--- config.mk ---
export PLATFORM = sky130hd
export DESIGN_NAME = boss_hit_ctrl
export DESIGN_NICKNAME = d
export VERILOG_FILES = /design/src/rtl/vga_pkg.sv /design/src/rtl/boss_frame_timer.sv /design/src/rtl/boss_hit_ctrl.sv
export SDC_FILE = /design/constraint.sdc
export NUM_CORES = 1
export LEC_CHECK = 0
export ABC_CLOCK_PERIOD_IN_PS = 3700
export BUFFER_PORTS_ARGS = -buffer_cell sky130_fd_sc_hd__buf_4
export CORE_ASPECT_RATIO = 0.6
export CORE_UTILIZATION = 40
export CTS_CLUSTER_DIAMETER = 30
export DETAILED_ROUTE_END_ITERATION = 10
export MAX_ROUTING_LAYER = met4
export PLACE_DENSITY_LB_ADDON = 0.12
export SYNTH_ARGS = -nofsm -noshare
export SYNTH_HDL_FRONTEND = slang
export SYNTH_HIERARCHICAL = 1
export SYNTH_SLANG_ARGS = --single-unit
--- constraint.sdc ---
create_clock -name clk -period 3.7 [get_ports clk]
set_input_delay 0.74 -clock clk [delete_from_list [all_inputs] [get_ports clk]]
set_output_delay 0.74 -clock clk [all_outputs]
set_load 0.01 [all_outputs]
--- src/rtl/vga_pkg.sv ---
// ---------------------------------------------------------------------------
// vga_pkg
// Shared constants and types for the VGA boss-fight pipeline.
//   - Boss sprite geometry (BOSS_LNG / BOSS_HGT).
//   - Default combat tuning for boss_hit_ctrl (hit points, per-weapon
//     damage, invulnerability and flash durations in frames).
//   - Widths of the HP register and the frame timers.
//   - Boss controller state enum.
// ---------------------------------------------------------------------------
package vga_pkg;

  // Boss sprite size in pixels
  localparam int BOSS_LNG = 64;
  localparam int BOSS_HGT = 64;

  // Default combat tuning; boss_hit_ctrl parameters take these as defaults
  localparam int DEF_BOSS_MAX_HP   = 100;
  localparam int DEF_MELEE_DMG     = 5;
  localparam int DEF_ARCHER_DMG    = 3;
  localparam int DEF_INVULN_FRAMES = 30;
  localparam int DEF_FLASH_FRAMES  = 8;

  // Width of the HP register and of the frame down-counters
  localparam int HP_W  = 8;
  localparam int TMR_W = 8;

  typedef enum logic [1:0] {
    ST_IDLE     = 2'd0,
    ST_ALIVE    = 2'd1,
    ST_COOLDOWN = 2'd2,
    ST_DEAD     = 2'd3
  } boss_state_e;

endpackage

--- src/rtl/boss_frame_timer.sv ---
// ---------------------------------------------------------------------------
// boss_frame_timer
// Loadable down-counter that decrements once per frame tick and stops at 0.
//
// Ports
//   i_clk       : clock
//   i_rst_n     : asynchronous active-low reset (count -> 0)
//   i_clr       : synchronous clear (highest priority)
//   i_load      : load i_load_val (beats a coincident tick)
//   i_load_val  : value to load
//   i_tick      : frame tick, decrements a non-zero count
//   o_zero      : count is currently 0
//   o_expire    : count is 1 and this tick takes it to 0 at the next edge
// ---------------------------------------------------------------------------
module boss_frame_timer #(
  parameter int CNT_W = 8
) (
  input  logic             i_clk,
  input  logic             i_rst_n,
  input  logic             i_clr,
  input  logic             i_load,
  input  logic [CNT_W-1:0] i_load_val,
  input  logic             i_tick,
  output logic             o_zero,
  output logic             o_expire
);

  logic [CNT_W-1:0] r_count;

  always_ff @(posedge i_clk or negedge i_rst_n) begin
    if (!i_rst_n) begin
      r_count <= '0;
    end else if (i_clr) begin
      r_count <= '0;
    end else if (i_load) begin
      r_count <= i_load_val;
    end else if (i_tick && (r_count != '0)) begin
      r_count <= r_count - 1'b1;
    end
  end

  assign o_zero = (r_count == '0);

  // Lets the owner update its registered outputs on the same edge the
  // count lands on zero, instead of one cycle later.
  assign o_expire = i_tick && !i_clr && !i_load && (r_count == CNT_W'(1));

endmodule

--- src/rtl/boss_hit_ctrl.sv ---
// ---------------------------------------------------------------------------
// boss_hit_ctrl
// Boss hit-point controller. Collects per-pixel overlap pulses from the
// melee and archer stages during a frame, applies at most one hit per frame
// (melee wins over archer) on frame_tick, then holds the boss invulnerable
// for INVULN_FRAMES frames with a FLASH_FRAMES sprite tint.
//
// Ports
//   clk           : clock
//   rst_n         : asynchronous active-low reset, deassertion synchronised
//   frame_tick    : one-cycle pulse at vsync start
//   game_active   : non-zero while a fight is running
//   melee_hit     : weapon sprite overlap pulse
//   archer_hit    : projectile overlap pulse
//   boss_alive    : boss drawable and hittable (ALIVE / COOLDOWN)
//   boss_hp       : current hit points
//   hit_flash     : sprite tint request after an accepted hit
//   boss_defeated : one-cycle pulse when HP reaches 0
// All outputs are registered.
// ---------------------------------------------------------------------------
module boss_hit_ctrl
  import vga_pkg::*;
#(
  parameter int BOSS_MAX_HP   = DEF_BOSS_MAX_HP,
  parameter int MELEE_DMG     = DEF_MELEE_DMG,
  parameter int ARCHER_DMG    = DEF_ARCHER_DMG,
  parameter int INVULN_FRAMES = DEF_INVULN_FRAMES,
  parameter int FLASH_FRAMES  = DEF_FLASH_FRAMES
) (
  input  logic       clk,
  input  logic       rst_n,
  input  logic       frame_tick,
  input  logic [1:0] game_active,
  input  logic       melee_hit,
  input  logic       archer_hit,
  output logic       boss_alive,
  output logic [7:0] boss_hp,
  output logic       hit_flash,
  output logic       boss_defeated
);

  localparam logic [HP_W-1:0]  MAX_HP_V  = HP_W'(BOSS_MAX_HP);
  localparam logic [HP_W-1:0]  MELEE_V   = HP_W'(MELEE_DMG);
  localparam logic [HP_W-1:0]  ARCHER_V  = HP_W'(ARCHER_DMG);
  localparam logic [TMR_W-1:0] INVULN_V  = TMR_W'(INVULN_FRAMES);
  localparam logic [TMR_W-1:0] FLASH_V   = TMR_W'(FLASH_FRAMES);

  // Damage never wraps below zero
  function automatic logic [HP_W-1:0] sat_sub(input logic [HP_W-1:0] a,
                                              input logic [HP_W-1:0] b);
    return (a > b) ? (a - b) : '0;
  endfunction

  boss_state_e     r_state;
  boss_state_e     w_state_nxt;

  logic [1:0]      r_rst_sync;
  logic            r_melee_pend;
  logic            r_archer_pend;
  logic [HP_W-1:0] r_hp;
  logic            r_alive;
  logic            r_flash;
  logic            r_defeated;

  logic            w_active;
  logic            w_start;
  logic            w_hit_apply;
  logic [HP_W-1:0] w_dmg;
  logic [HP_W-1:0] w_hp_hit;

  logic [HP_W-1:0] w_hp_nxt;
  logic            w_alive_nxt;
  logic            w_flash_nxt;
  logic            w_def_nxt;
  logic            w_mpend_nxt;
  logic            w_apend_nxt;
  logic            w_tmr_load;
  logic            w_tmr_clr;
  logic            w_tmr_tick;

  logic            w_inv_zero;
  logic            w_inv_expire;
  logic            w_fl_zero;
  logic            w_fl_expire;

  // Reset release is re-timed to clk; assertion still clears it at once,
  // so the FSM cannot leave IDLE until two clean edges after rst_n rises.
  always_ff @(posedge clk or negedge rst_n) begin
    if (!rst_n) begin
      r_rst_sync <= 2'b00;
    end else begin
      r_rst_sync <= {r_rst_sync[0], 1'b1};
    end
  end

  assign w_active    = |game_active;
  assign w_start     = frame_tick && r_rst_sync[1];
  assign w_hit_apply = (r_state == ST_ALIVE) && frame_tick &&
                       (r_melee_pend || r_archer_pend);
  assign w_dmg       = r_melee_pend ? MELEE_V : ARCHER_V;
  assign w_hp_hit    = sat_sub(r_hp, w_dmg);
  assign w_tmr_tick  = frame_tick && (r_state == ST_COOLDOWN);

  boss_frame_timer #(
    .CNT_W (TMR_W)
  ) u_invuln_tmr (
    .i_clk      (clk),
    .i_rst_n    (rst_n),
    .i_clr      (w_tmr_clr),
    .i_load     (w_tmr_load),
    .i_load_val (INVULN_V),
    .i_tick     (w_tmr_tick),
    .o_zero     (w_inv_zero),
    .o_expire   (w_inv_expire)
  );

  boss_frame_timer #(
    .CNT_W (TMR_W)
  ) u_flash_tmr (
    .i_clk      (clk),
    .i_rst_n    (rst_n),
    .i_clr      (w_tmr_clr),
    .i_load     (w_tmr_load),
    .i_load_val (FLASH_V),
    .i_tick     (w_tmr_tick),
    .o_zero     (w_fl_zero),
    .o_expire   (w_fl_expire)
  );

  // State register
  always_ff @(posedge clk or negedge rst_n) begin
    if (!rst_n) begin
      r_state <= ST_IDLE;
    end else begin
      r_state <= w_state_nxt;
    end
  end

  // Next-state logic; losing game_active overrides every state
  always_comb begin
    w_state_nxt = r_state;
    if (!w_active) begin
      w_state_nxt = ST_IDLE;
    end else begin
      case (r_state)
        ST_IDLE: begin
          if (w_start) w_state_nxt = ST_ALIVE;
        end
        ST_ALIVE: begin
          if (w_hit_apply) begin
            w_state_nxt = (w_hp_hit == '0) ? ST_DEAD : ST_COOLDOWN;
          end
        end
        ST_COOLDOWN: begin
          if (w_inv_expire || w_inv_zero) w_state_nxt = ST_ALIVE;
        end
        ST_DEAD: begin
          w_state_nxt = ST_DEAD;
        end
        default: begin
          w_state_nxt = ST_IDLE;
        end
      endcase
    end
  end

  // Output logic: next values for the registered outputs, pend flags and
  // timer controls. Pend flags default to clear, so they only survive
  // while ALIVE and outside a frame_tick.
  always_comb begin
    w_hp_nxt    = r_hp;
    w_flash_nxt = r_flash;
    w_def_nxt   = 1'b0;
    w_mpend_nxt = 1'b0;
    w_apend_nxt = 1'b0;
    w_tmr_load  = 1'b0;
    w_tmr_clr   = 1'b0;
    if (!w_active) begin
      w_flash_nxt = 1'b0;
      w_tmr_clr   = 1'b1;
    end else begin
      case (r_state)
        ST_IDLE: begin
          if (w_start) w_hp_nxt = MAX_HP_V;
        end
        ST_ALIVE: begin
          if (w_hit_apply) begin
            w_hp_nxt = w_hp_hit;
            if (w_hp_hit == '0) begin
              w_def_nxt = 1'b1;
            end else begin
              w_tmr_load  = 1'b1;
              w_flash_nxt = 1'b1;
            end
          end else if (frame_tick) begin
            // Hits landing on the tick itself belong to the next frame
            w_mpend_nxt = melee_hit;
            w_apend_nxt = archer_hit;
          end else begin
            w_mpend_nxt = r_melee_pend  | melee_hit;
            w_apend_nxt = r_archer_pend | archer_hit;
          end
        end
        ST_COOLDOWN: begin
          if (w_fl_expire || w_fl_zero) w_flash_nxt = 1'b0;
        end
        default: begin
        end
      endcase
    end
    w_alive_nxt = (w_state_nxt == ST_ALIVE) || (w_state_nxt == ST_COOLDOWN);
  end

  always_ff @(posedge clk or negedge rst_n) begin
    if (!rst_n) begin
      r_hp          <= MAX_HP_V;
      r_alive       <= 1'b0;
      r_flash       <= 1'b0;
      r_defeated    <= 1'b0;
      r_melee_pend  <= 1'b0;
      r_archer_pend <= 1'b0;
    end else begin
      r_hp          <= w_hp_nxt;
      r_alive       <= w_alive_nxt;
      r_flash       <= w_flash_nxt;
      r_defeated    <= w_def_nxt;
      r_melee_pend  <= w_mpend_nxt;
      r_archer_pend <= w_apend_nxt;
    end
  end

  assign boss_hp       = r_hp;
  assign boss_alive    = r_alive;
  assign hit_flash     = r_flash;
  assign boss_defeated = r_defeated;

endmodule

## Yosys cells after proc, flatten, opt, wreduce, memory -nomap -nowiden

Cells that the tools add are included.

- Register bits after elaboration: 33
- Input port bits: 7
- Output and inout bits: 11

- Add/sub/neg operators: 3
- Magnitude comparators: 1
- Equal/unequal tests: 15
- Multiplexer cells: 38
- Bitwise gates (word level): 2
- Reductions and logical operators: 25

Operators by type and width:

| kind | number |
|---|---|
| 8-bit two-way mux | 9 |
| 8-bit logical NOT | 3 |
| 1-bit two-way mux | 21 |
| 8-bit by 1-bit equality test with 1-bit output, second input constant | 2 |
| 8-bit case mux with 2 select lines | 1 |
| 8-bit nonzero test | 2 |
| 8-bit by 1-bit subtractor with 8-bit output, second input constant | 2 |
| 1-bit logical AND | 10 |
| 3-bit by 1-bit != test with 1-bit output, second input constant | 3 |
| 8-bit by 3-bit > comparator with 1-bit output | 1 |
| 2-bit two-way mux | 4 |
| 2-bit case mux with 4 select lines | 1 |
| 4-bit AND reduction | 2 |
| 8-bit by 3-bit subtractor with 8-bit output | 1 |
| 2-bit equality test, second input constant | 3 |
| 3-bit != test, second input constant | 2 |
| 2-bit by 1-bit equality test with 1-bit output, second input constant | 2 |
| 1-bit logical OR | 4 |
| 2-bit != test, second input constant | 2 |
| 3-bit two-way mux | 1 |
| 3-bit by 2-bit != test with 1-bit output, second input constant | 1 |
| 2-bit logical NOT | 1 |
| 1-bit OR | 2 |
| 1-bit case mux with 2 select lines | 1 |
| 3 further kinds | 3 |

## Logic depth before layout (Yosys ltp)

Gate-level depths: netlist of run 1.

- Depth in word-level cells: 17
- Depth in mapped cells: 15
- Depth with buffers taken out: 14

## Modules after synthesis

The synthesis of run 1 kept the hierarchy.

By module, submodules not included:

| module | times used | cells each | area each (µm²) | sequential area each (µm²) |
|---|---|---|---|---|
| boss_frame_timer | 2 | 64 | 575.6 | 200.2 |
| boss_hit_ctrl | 1 | 113 | 1056.0 | 429.2 |

## Worst setup path after synthesis of run 1

Ideal clock, no wire load.

- Kind: reg2reg
- Start point: register r_hp[1], in the netlist boss_hp[1]
- End point: register r_state[0]
- Setup time: 0.077 ns
- Data arrival time: 2.688 ns
- Required time: 3.623 ns
- Slack: 0.934 ns
- Cell stages (with the launch flop): 14
- Buffers on the path: 0
- Period minus slack after synthesis: 2.766 ns
- Cells stage by stage: dfrtp_1 > ha_1 > a21o_2 > a2111oi_4 > mux2i_1 > nand4b_2 > and2_1 > nor2_1 > nand3_1 > nor4_1 > nor2_1 > a21oi_1 > o22ai_1 > a21oi_1

- Cells in the longest elaborated chain, start to end: 14

Ends and longest elaborated chain:

| element | RTL line | source |
|---|---|---|
| from (decl) | boss_hit_ctrl.sv:60 | `logic [HP_W-1:0] r_hp;` |
| from (signal assigned) | boss_hit_ctrl.sv:223 | `r_hp <= w_hp_nxt;` |
| 8-bit by 3-bit subtractor with 8-bit output or 8-bit by 3-bit > comparator with 1-bit output (tied branches) | boss_hit_ctrl.sv:51 | `return (a > b) ? (a - b) : '0;` |
| 8-bit two-way mux * | boss_hit_ctrl.sv:51 |  |
| 8-bit logical NOT * | boss_hit_ctrl.sv:189 | `if (w_hp_hit == '0) begin` |
| 1-bit two-way mux * | boss_hit_ctrl.sv:189 |  |
| 1-bit two-way mux * | boss_hit_ctrl.sv:187 | `if (w_hit_apply) begin` |
| 1-bit two-way mux * | boss_hit_ctrl.sv:182 | `case (r_state)` |
| 1-bit two-way mux * | boss_hit_ctrl.sv:178 | `if (!w_active) begin` |
| via w_tmr_load | boss_hit_ctrl.sv:77 | `logic w_tmr_load;` |
| 1-bit logical NOT * | boss_frame_timer.sv:46 | `assign o_expire = i_tick && !i_clr && !i_load && (r_count == CNT_W'(1));` |
| 1-bit logical AND * (2 in series) | boss_frame_timer.sv:46 |  |
| via w_inv_expire | boss_hit_ctrl.sv:82 | `logic w_inv_expire;` |
| 1-bit logical OR * | boss_hit_ctrl.sv:155 | `if (w_inv_expire \|\| w_inv_zero) w_state_nxt = ST_ALIVE;` |
| 2-bit two-way mux * | boss_hit_ctrl.sv:155 |  |
| 2-bit case mux with 4 select lines * | boss_hit_ctrl.sv:145 | `case (r_state)` |
| 2-bit two-way mux * | boss_hit_ctrl.sv:142 | `if (!w_active) begin` |
| via w_state_nxt[0] | boss_hit_ctrl.sv:55 | `boss_state_e w_state_nxt;` |
| to (signal assigned) | boss_hit_ctrl.sv:135 | `r_state <= w_state_nxt;` |
| to (decl) | boss_hit_ctrl.sv:54 | `boss_state_e r_state;` |

Mark *: on every way through the listed nets, which the timed path passes. The rest lies on a longest branch.
A chain may end at the register's enable or synchronous reset.

## Worst setup path in the final report of run 1

- Start point: register r_melee_pend
- End point: register r_state[0]

- Cells in the longest elaborated chain, start to end: 15

Ends and longest elaborated chain:

| element | RTL line | source |
|---|---|---|
| from (decl) | boss_hit_ctrl.sv:58 | `logic r_melee_pend;` |
| from (signal assigned) | boss_hit_ctrl.sv:227 | `r_melee_pend <= w_mpend_nxt;` |
| 3-bit two-way mux | boss_hit_ctrl.sv:100 | `assign w_dmg = r_melee_pend ? MELEE_V : ARCHER_V;` |
| 8-bit by 3-bit subtractor with 8-bit output or 8-bit by 3-bit > comparator with 1-bit output (tied branches) | boss_hit_ctrl.sv:51 |  |
| 8-bit two-way mux | boss_hit_ctrl.sv:51 |  |
| 8-bit logical NOT | boss_hit_ctrl.sv:189 |  |
| 1-bit two-way mux | boss_hit_ctrl.sv:189 |  |
| 1-bit two-way mux * | boss_hit_ctrl.sv:187 |  |
| 1-bit two-way mux * | boss_hit_ctrl.sv:182 |  |
| 1-bit two-way mux * | boss_hit_ctrl.sv:178 |  |
| via w_tmr_load | boss_hit_ctrl.sv:77 |  |
| 1-bit logical NOT * | boss_frame_timer.sv:46 |  |
| 1-bit logical AND * (2 in series) | boss_frame_timer.sv:46 |  |
| via w_inv_expire | boss_hit_ctrl.sv:82 |  |
| 1-bit logical OR * | boss_hit_ctrl.sv:155 |  |
| 2-bit two-way mux * | boss_hit_ctrl.sv:155 |  |
| 2-bit case mux with 4 select lines * | boss_hit_ctrl.sv:145 |  |
| 2-bit two-way mux * | boss_hit_ctrl.sv:142 |  |
| via w_state_nxt[0] | boss_hit_ctrl.sv:55 |  |

Marked as above.

==> results of run 1 <==
## routing by layer
| metal | vias up | wire [µm] | GRT usage, % |
|---|---|---|---|
| met5 | - | 0 | - |
| met4 | 0 | 19 | 3.25 |
| met3 | 2 | 397 | 6.60 |
| met2 | 75 | 1780 | 22.6 |
| met1 | 831 | 2830 | 31.7 |
| li1 | 924 | - | - |
## layout make-up
class	count	area [µm²]	area share [%]
Inverter	15	56.3	2.25
Timing Repair Buffer	18	135	5.41
Multi-Input combinational cell	198	1310	52.5
Sequential cell	33	830	33.2
Clock buffer	6	72.6	2.90
Clock inverter	2	10.0	0.401
Tap cell	66	82.6	3.30
## cells by family after synthesis
| group | count (synthesis) | synth area share [%] |
|---|---|---|
| adder cells (fa/ha/maj) | 10 | 6.01 |
| other | 2 | 0.340 |
| flip-flops | 33 | 37.6 |
| AO/OA/AOI/OAI | 71 | 24.4 |
| multiplexers | 5 | 2.38 |
| buffers and inverters | 25 | 5.50 |
| XOR/XNOR | 7 | 2.78 |
| AND/OR/NAND/NOR | 88 | 21.0 |
## Yosys cell counts (3+ instances only)
cell type and n:
nand2_1 13, ha_1 9, and2_1 3, nand3_1 4, a311oi_1 6, clkbuf_1 5
xnor2_1 4, mux2i_1 3, dfrtp_1 30, inv_1 15, nor3b_1 5, a21oi_1 12
nor2_1 34, o21ai_0 12, buf_6 3, dfstp_2 3, nor3_1 8, o211ai_1 3
a211oi_1 9, xor2_1 3, nor4_1 6
## worst paths after layout
kind                            slack [ns]                      end  depth (start not counted)           from
worst max-delay path                  0.54               r_state[0]                         14   r_melee_pend
worst min-delay path                  0.35            r_rst_sync[1]                          0  r_rst_sync[0]
worst max register to register        0.54               r_state[0]                         14   r_melee_pend
worst min register to register        0.35            r_rst_sync[1]                          0  r_rst_sync[0]
max in group asynchronous             2.95               boss_hp[6]                          1          rst_n
min in group asynchronous             0.40  u_invuln_tmr/r_count[4]                          1          rst_n
## power by group through the flow
stage / logic (µW) / registers (µW) / clock network [µW]
final: 999 / 678 / 270
after floorplan: 831 / 632 / 0
after CTS: 988 / 673 / 278
after detailed placement: 980 / 678 / 0
after global routing: 1130 / 703 / 297
after global placement: 996 / 681 / 0
## through the flow
step / utilization, % / hold slack (ns) / total power (µW) / worst slack, ns
floorplan: - / 0.331 / 1460 / 0.934
global placement: 46.6 / 0.335 / 1680 / 0.702
detailed placement: 46.6 / 0.337 / 1660 / 0.578
CTS: 48.2 / 0.354 / 1940 / 0.558
global route: 48.2 / 0.356 / 2130 / 0.182
finish: 48.2 / 0.351 / 1950 / 0.539
## worst max-delay path, delay by kind of cell (launching register included)
kind	cells	cell delay, ns
buffers and inverters	1	0.08
and+or+nand+nor	7	1.21
adders and majority gates	1	0.52
DFF	1	0.49
AOI/OAI and AO/OA	5	0.80
## registers in the layout, summed over array words and instances, names as in the netlist
register and flops:
hit_flash 1, r_archer_pend 1, boss_alive 1, r_melee_pend 1, r_rst_sync 2, boss_hp 8, boss_defeated 1, u_invuln_tmr/r_count 8
u_flash_tmr/r_count 8, r_state 2
## placed cells by master, fill, tap and decap left out, types with 3 or more instances in the layout
cell type and n:
buf_4 18, ha_1 9, dfstp_2 3, xnor2_1 4
a21oi_1 12, nor2_1 34, a311oi_1 6, inv_1 15
nor3_1 8, nor3b_1 5, dfrtp_1 30, nand3_1 4
mux2i_1 3, nand2_1 13, o21ai_0 12, nor4_1 6
clkbuf_8 5, o211ai_1 3, xor2_1 3, a211oi_1 9
conb_1 17, and2_1 3
==> out/results.txt, run 1 <==
Status: complete, but fails checks
Failing checks: design-rule violations
Slew @ Worst Pin: 0.689 ns
Hpwl dp: 3.60 mm
Htree depth: 2
Drt wl/cell: 14.9 µm
GR Overflow Total: 0
Int Pwr: 1040 µW
Number of setup buffers added after CTS: 0
Drt via density: 5.42
Dpl cells: 330
NetSw: 903 µW
Nets: 288
Worst vdd ir: 0.225 mV
CTS Sinks: 33
TritonCTS clock tree: built
EDFF count, synth: 0
Leak pwr: 0.00108 µW
I/O Buffers: 17
Switching Fraction: 46.4%
Vias: 1832
Part of the power in registers: 34.8%
Max Slew Vio Count: 0
Fillers: 500
Max Freq: 316 MHz
Worst Path Max Fanout: 10
DRC violation count after routing: 1
Initial Utilization: 42.6%
Final hold violation count: 0
Worst path max stage delay: 0.52 ns
Area Overhead vs Synth: 13.2%
Largest net degree at the start of global routing: 34
GP Congestion: 0.934
Ant. Diodes: 0
Worst path slowest cell: ha_1
Antenna-violating nets left: 0
DR iter-0 viols: 105
Clock latency on the worst-skew pair: 0.28 ns
Crit path DAT: 3.36 ns
Clock network fraction of design power: 13.9%
Area fraction of the dominant cell type after synthesis: 34.0%
Largest area contributor in the netlist: dfrtp_1
Mean Syn Cell Area: 9.16 µm²
Vias in the first global route: 1653
Die height: 59.5 µm
Die width: 97.9 µm
Area of the die: 5830 µm²
Cell variety after synth: 57
Detailed Routing Iterations Pass 1: 7
Fin crit share: 85.4%
Path type of the worst min-delay path: reg -> reg
Cells after synthesis: 241
Maximum clock insertion buffer count: 2
Final setup viols: 0
Combinational Power Share: 51.3%
Max_slew headroom: 53.7%
Hold_buf cts: 0
Syn. warnings: 6
Cells along the critical path: inv_1 -> ha_1 -> and2_1 -> o21ai_0 -> a31oi_1 -> nand4b_2 -> and2_1 -> nor2_1 -> nand3_1 -> nor4_1 -> nor2_1 -> a21oi_1 -> o22ai_1 -> a21oi_1
RSZ-0062 raised after global routing: false
Synth Register Bits: 33
All-Layer GR Usage: 19.8%
Asr flop ratio synth: 100%
Worst setup EP type: flip-flop
Rows: 20
Root Driver: clkbuf_8
Period minus WS final: 3.16 ns
Synthesized area: 2210 µm²
Startpoint Class: flip-flop
DP Area: 2420 µm²
Largest cells by area after synthesis: dfrtp_1, nor2_1, ha_1
Post-CTS Resized: 0
Worst Clk Skew: 0.00765 ns
CP Class: reg -> reg
WL final: 5.02 mm
Post-synthesis sequential area ratio: 37.6%
Req. time, crit path: 3.90 ns
Clock-pin slew on the worst setup and hold paths: 0.07 ns
Power per cell area: 779 nW/µm²
Total of max-cap violations: 0
Core ar.: 5180 µm²
Antenna violations before repair: 0
CTS Buf Count: 5
Final Cell Area: 2500 µm²
Ys flop type: dfrtp_1
Io pins: 18
Post-route setup TNS: 0 ns
First-pass GRT wire length: 8.59 mm
Layout cells sized above 1: 16.2%
Post-Layout Cell Count: 338
(Power assumes the default switching activity.)
==> run 2, diff against run 1 <==
--- a/config.mk
+++ b/config.mk
@@ -5,9 +5,10 @@
 export SDC_FILE = /design/constraint.sdc
 export NUM_CORES = 1
 export LEC_CHECK = 0
-export ABC_CLOCK_PERIOD_IN_PS = 3700
+export ABC_CLOCK_PERIOD_IN_PS = 3080
 export BUFFER_PORTS_ARGS = -buffer_cell sky130_fd_sc_hd__buf_4
 export CORE_ASPECT_RATIO = 0.6
+export CORE_MARGIN = 4
 export CORE_UTILIZATION = 40
 export CTS_CLUSTER_DIAMETER = 30
 export DETAILED_ROUTE_END_ITERATION = 10
==> constraint.sdc (replaced) <==
create_clock -name clk -period 3.08 [get_ports clk]
set_input_delay 0.616 -clock clk [delete_from_list [all_inputs] [get_ports clk]]
set_output_delay 0.616 -clock clk [all_outputs]
set_load 0.01 [all_outputs]
==> run 2 against run 1 <==
Against the previous run:
- routed wire length increased by 0.82%
- worst setup slack got worse by 0.35 ns
- critical path depth decreased by 1
- global-route usage decreased by 3.5 points
- the flow now finishes without violations
- clock-buffer cell count increased by 1
- non-clock buffer count increased by 8
- clock skew about the same
- first-iteration DRC count increased by 30%
- clock power increased by 58%
- combinational power increased by 32%
- sequential power increased by 19%
==> out/results.txt, run 2 (synthesized netlist as in run 1, its figures left out) <==
Core ar.: 5200 µm² (+0.48%)
Commonest non-fill, non-tap cell in the layout: nor2_1
Worst path slowest cell: dfrtp_2
WL final: 5.06 mm (+0.82%)
Worst vdd ir: 0.308 mV (+37%)
Number of buffers and inverters on the critical path: 0 (-1)
RSZ-0062 raised after global routing: false
Most Frequent Cell on Critical Path: nor2_1
Root Driver: clkbuf_8
Startpoint Class: flip-flop
Area Overhead vs Synth: 19.8%
Antenna-violating nets left: 0 (unchanged)
Worst R2R Setup Slack: 0.18 ns (-0.35 ns)
CP Class: reg -> reg
Hpwl dp: 3.67 mm (+2.2%)
Largest net degree at the start of global routing: 34 (unchanged)
Initial Utilization: 42.4% (-0.20 points)
Vias: 1819 (-0.71%)
Max Slew Vio Count: 0 (unchanged)
Die height: 65.5 µm (+10%)
Io pins: 18 (unchanged)
Drt via density: 5.26 (-3.0%)
DRC violation count after routing: 0 (-1)
Nets: 296 (+2.8%)
Max Freq: 345 MHz (+9.2%)
Worst setup EP type: flip-flop
Ant. Diodes: 0 (unchanged)
Fin crit share: 94.0% (+8.6 points)
Vias in the first global route: 1652 (-0.060%)
I/O Buffers: 17 (unchanged)
Htree depth: 2 (unchanged)
Final hold violation count: 0 (unchanged)
Worst path max stage delay: 0.46 ns (-0.06 ns)
Setup ws final: 0.184 ns (-0.354 ns)
CTS Sinks: 33 (unchanged)
DR iter-0 viols: 136 (+30%)
Clock latency on the worst-skew pair: 0.29 ns (about the same)
Crit path DAT: 3.11 ns (-0.25 ns)
Cell family with most CP delay: compound AO/OA/AOI/OAI gates
All-Layer GR Usage: 16.3% (-3.5 points)
Most frequent cells in the layout: nor2_1, dfrtp_1, buf_4
Status: complete, no violations
Max_slew headroom: 64.8% (+11 points)
Detailed Routing Iterations Pass 1: 4 (-3)
Worst Path Max Fanout: 4 (-6)
Die width: 104 µm (+6.1%)
GP Congestion: 0.879 (-5.8%)
Final setup viols: 0 (unchanged)
Total of max-cap violations: 0 (unchanged)
Area of the die: 6810 µm² (+17%)
Req. time, crit path: 3.29 ns (-0.61 ns)
Antenna violations before repair: 0 (unchanged)
Drt wl/cell: 14.6 µm (-1.5%)
Slew @ Worst Pin: 0.522 ns (-0.167 ns)
Placement Setup Slack: 0.0816 ns (-0.497 ns)
Leak pwr: 0.00113 µW (+4.6%)
Period minus WS final: 2.90 ns (-0.266 ns)
Post-route setup TNS: 0 ns (unchanged)
First-pass GRT wire length: 8.47 mm (-1.4%)
Power per cell area: 966 nW/µm² (+24%)
Rows: 20 (unchanged)
Clock-pin slew on the worst setup and hold paths: 0.07 ns (about the same)
Maximum clock insertion buffer count: 2 (unchanged)
Worst Clk Skew: 0.00754 ns (-0.000112 ns)
TritonCTS clock tree: built
Layout cells sized above 1: 21.4% (+5.3 points)
Path type of the worst min-delay path: in -> async
GR Overflow Total: 0 (unchanged)
Cells along the critical path: ha_4 -> a21o_2 -> a2111oi_4 -> mux2i_2 -> nand4b_2 -> and2_1 -> nor2_1 -> nand3_1 -> nor4_1 -> nor2_1 -> a21oi_2 -> o22ai_1 -> a21oi_1
CTS Buf Count: 5 (unchanged)
## run 2: changes by cell type in the layout (fill, tap and decap cells not counted), moves of 2 or more
cell      change
clkinv_2      -2
dfrtp_1       -2
ha_4          +2
ha_1          -2
dfrtp_2       +2
buf_4         +8
## run 2: worst reg2reg max path: cells and delay by family (launching register included)
kind,cells,cell delay [ns]
AOI/OAI and AO/OA,5,0.94
and+or+nand+nor,6,0.85
DFF,1,0.46
muxes,1,0.30
adders and majority gates,1,0.27
## run 2: metal layers
| layer | GRT usage, % | vias up | wire length [µm] |
|---|---|---|---|
| li1 | - | 943 | - |
| met1 | 25.0 | 828 | 2960 |
| met2 | 19.7 | 41 | 1780 |
| met3 | 4.71 | 7 | 256 |
| met4 | 4.98 | 0 | 57 |
| met5 | - | - | 0 |
## run 2: final cells by class
| class | instances | area [µm²] |
|---|---|---|
| Tap cell | 66 | 82.6 |
| Sequential cell | 33 | 832 |
| Fill cell | 499 | 2560 |
| Clock inverter | 1 | 30.0 |
| Timing Repair Buffer | 26 | 195 |
| Clock buffer | 7 | 86.3 |
| Inverter | 15 | 56.3 |
| Multi-Input combinational cell | 198 | 1360 |
## run 2: path summary, 6_finish.rpt
kind                               start                 endpoint  cells after the start
hold / removal                     rst_n  u_invuln_tmr/r_count[4]                      1
hold reg to reg            r_rst_sync[0]            r_rst_sync[1]                      0
setup / recovery              boss_hp[1]               r_state[0]                     13
max in group asynchronous          rst_n               boss_hp[2]                      1
min in group clk           r_rst_sync[0]            r_rst_sync[1]                      0
setup reg to reg              boss_hp[1]               r_state[0]                     13
## run 2: where the power goes
group          switching (µW)  total (µW)  internal [µW]
logic                     749        1320            571
clock network             163         427            264
registers                 208         807            599
## run 2: stage by stage
stage	power, µW	cells	area (µm²)	hold slack [ns]	utilization (%)
floorplan	1760	256	2260	0.320	-
detailed placement	2020	336	2460	0.338	47.3
global placement	2050	336	2460	0.334	47.3
finish	2550	346	2640	0.264	50.8
global route	2760	346	2640	0.291	50.8
CTS	2470	344	2580	0.278	49.5
## run 2: timing repair
| action | CTS | global route |
|---|---|---|
| hold buffers | 0 | 0 |
| setup buffers | 0 | 2 |
| resized for setup | 0 | 10 |
| endpoints found under the setup margin | 0 | 10 |
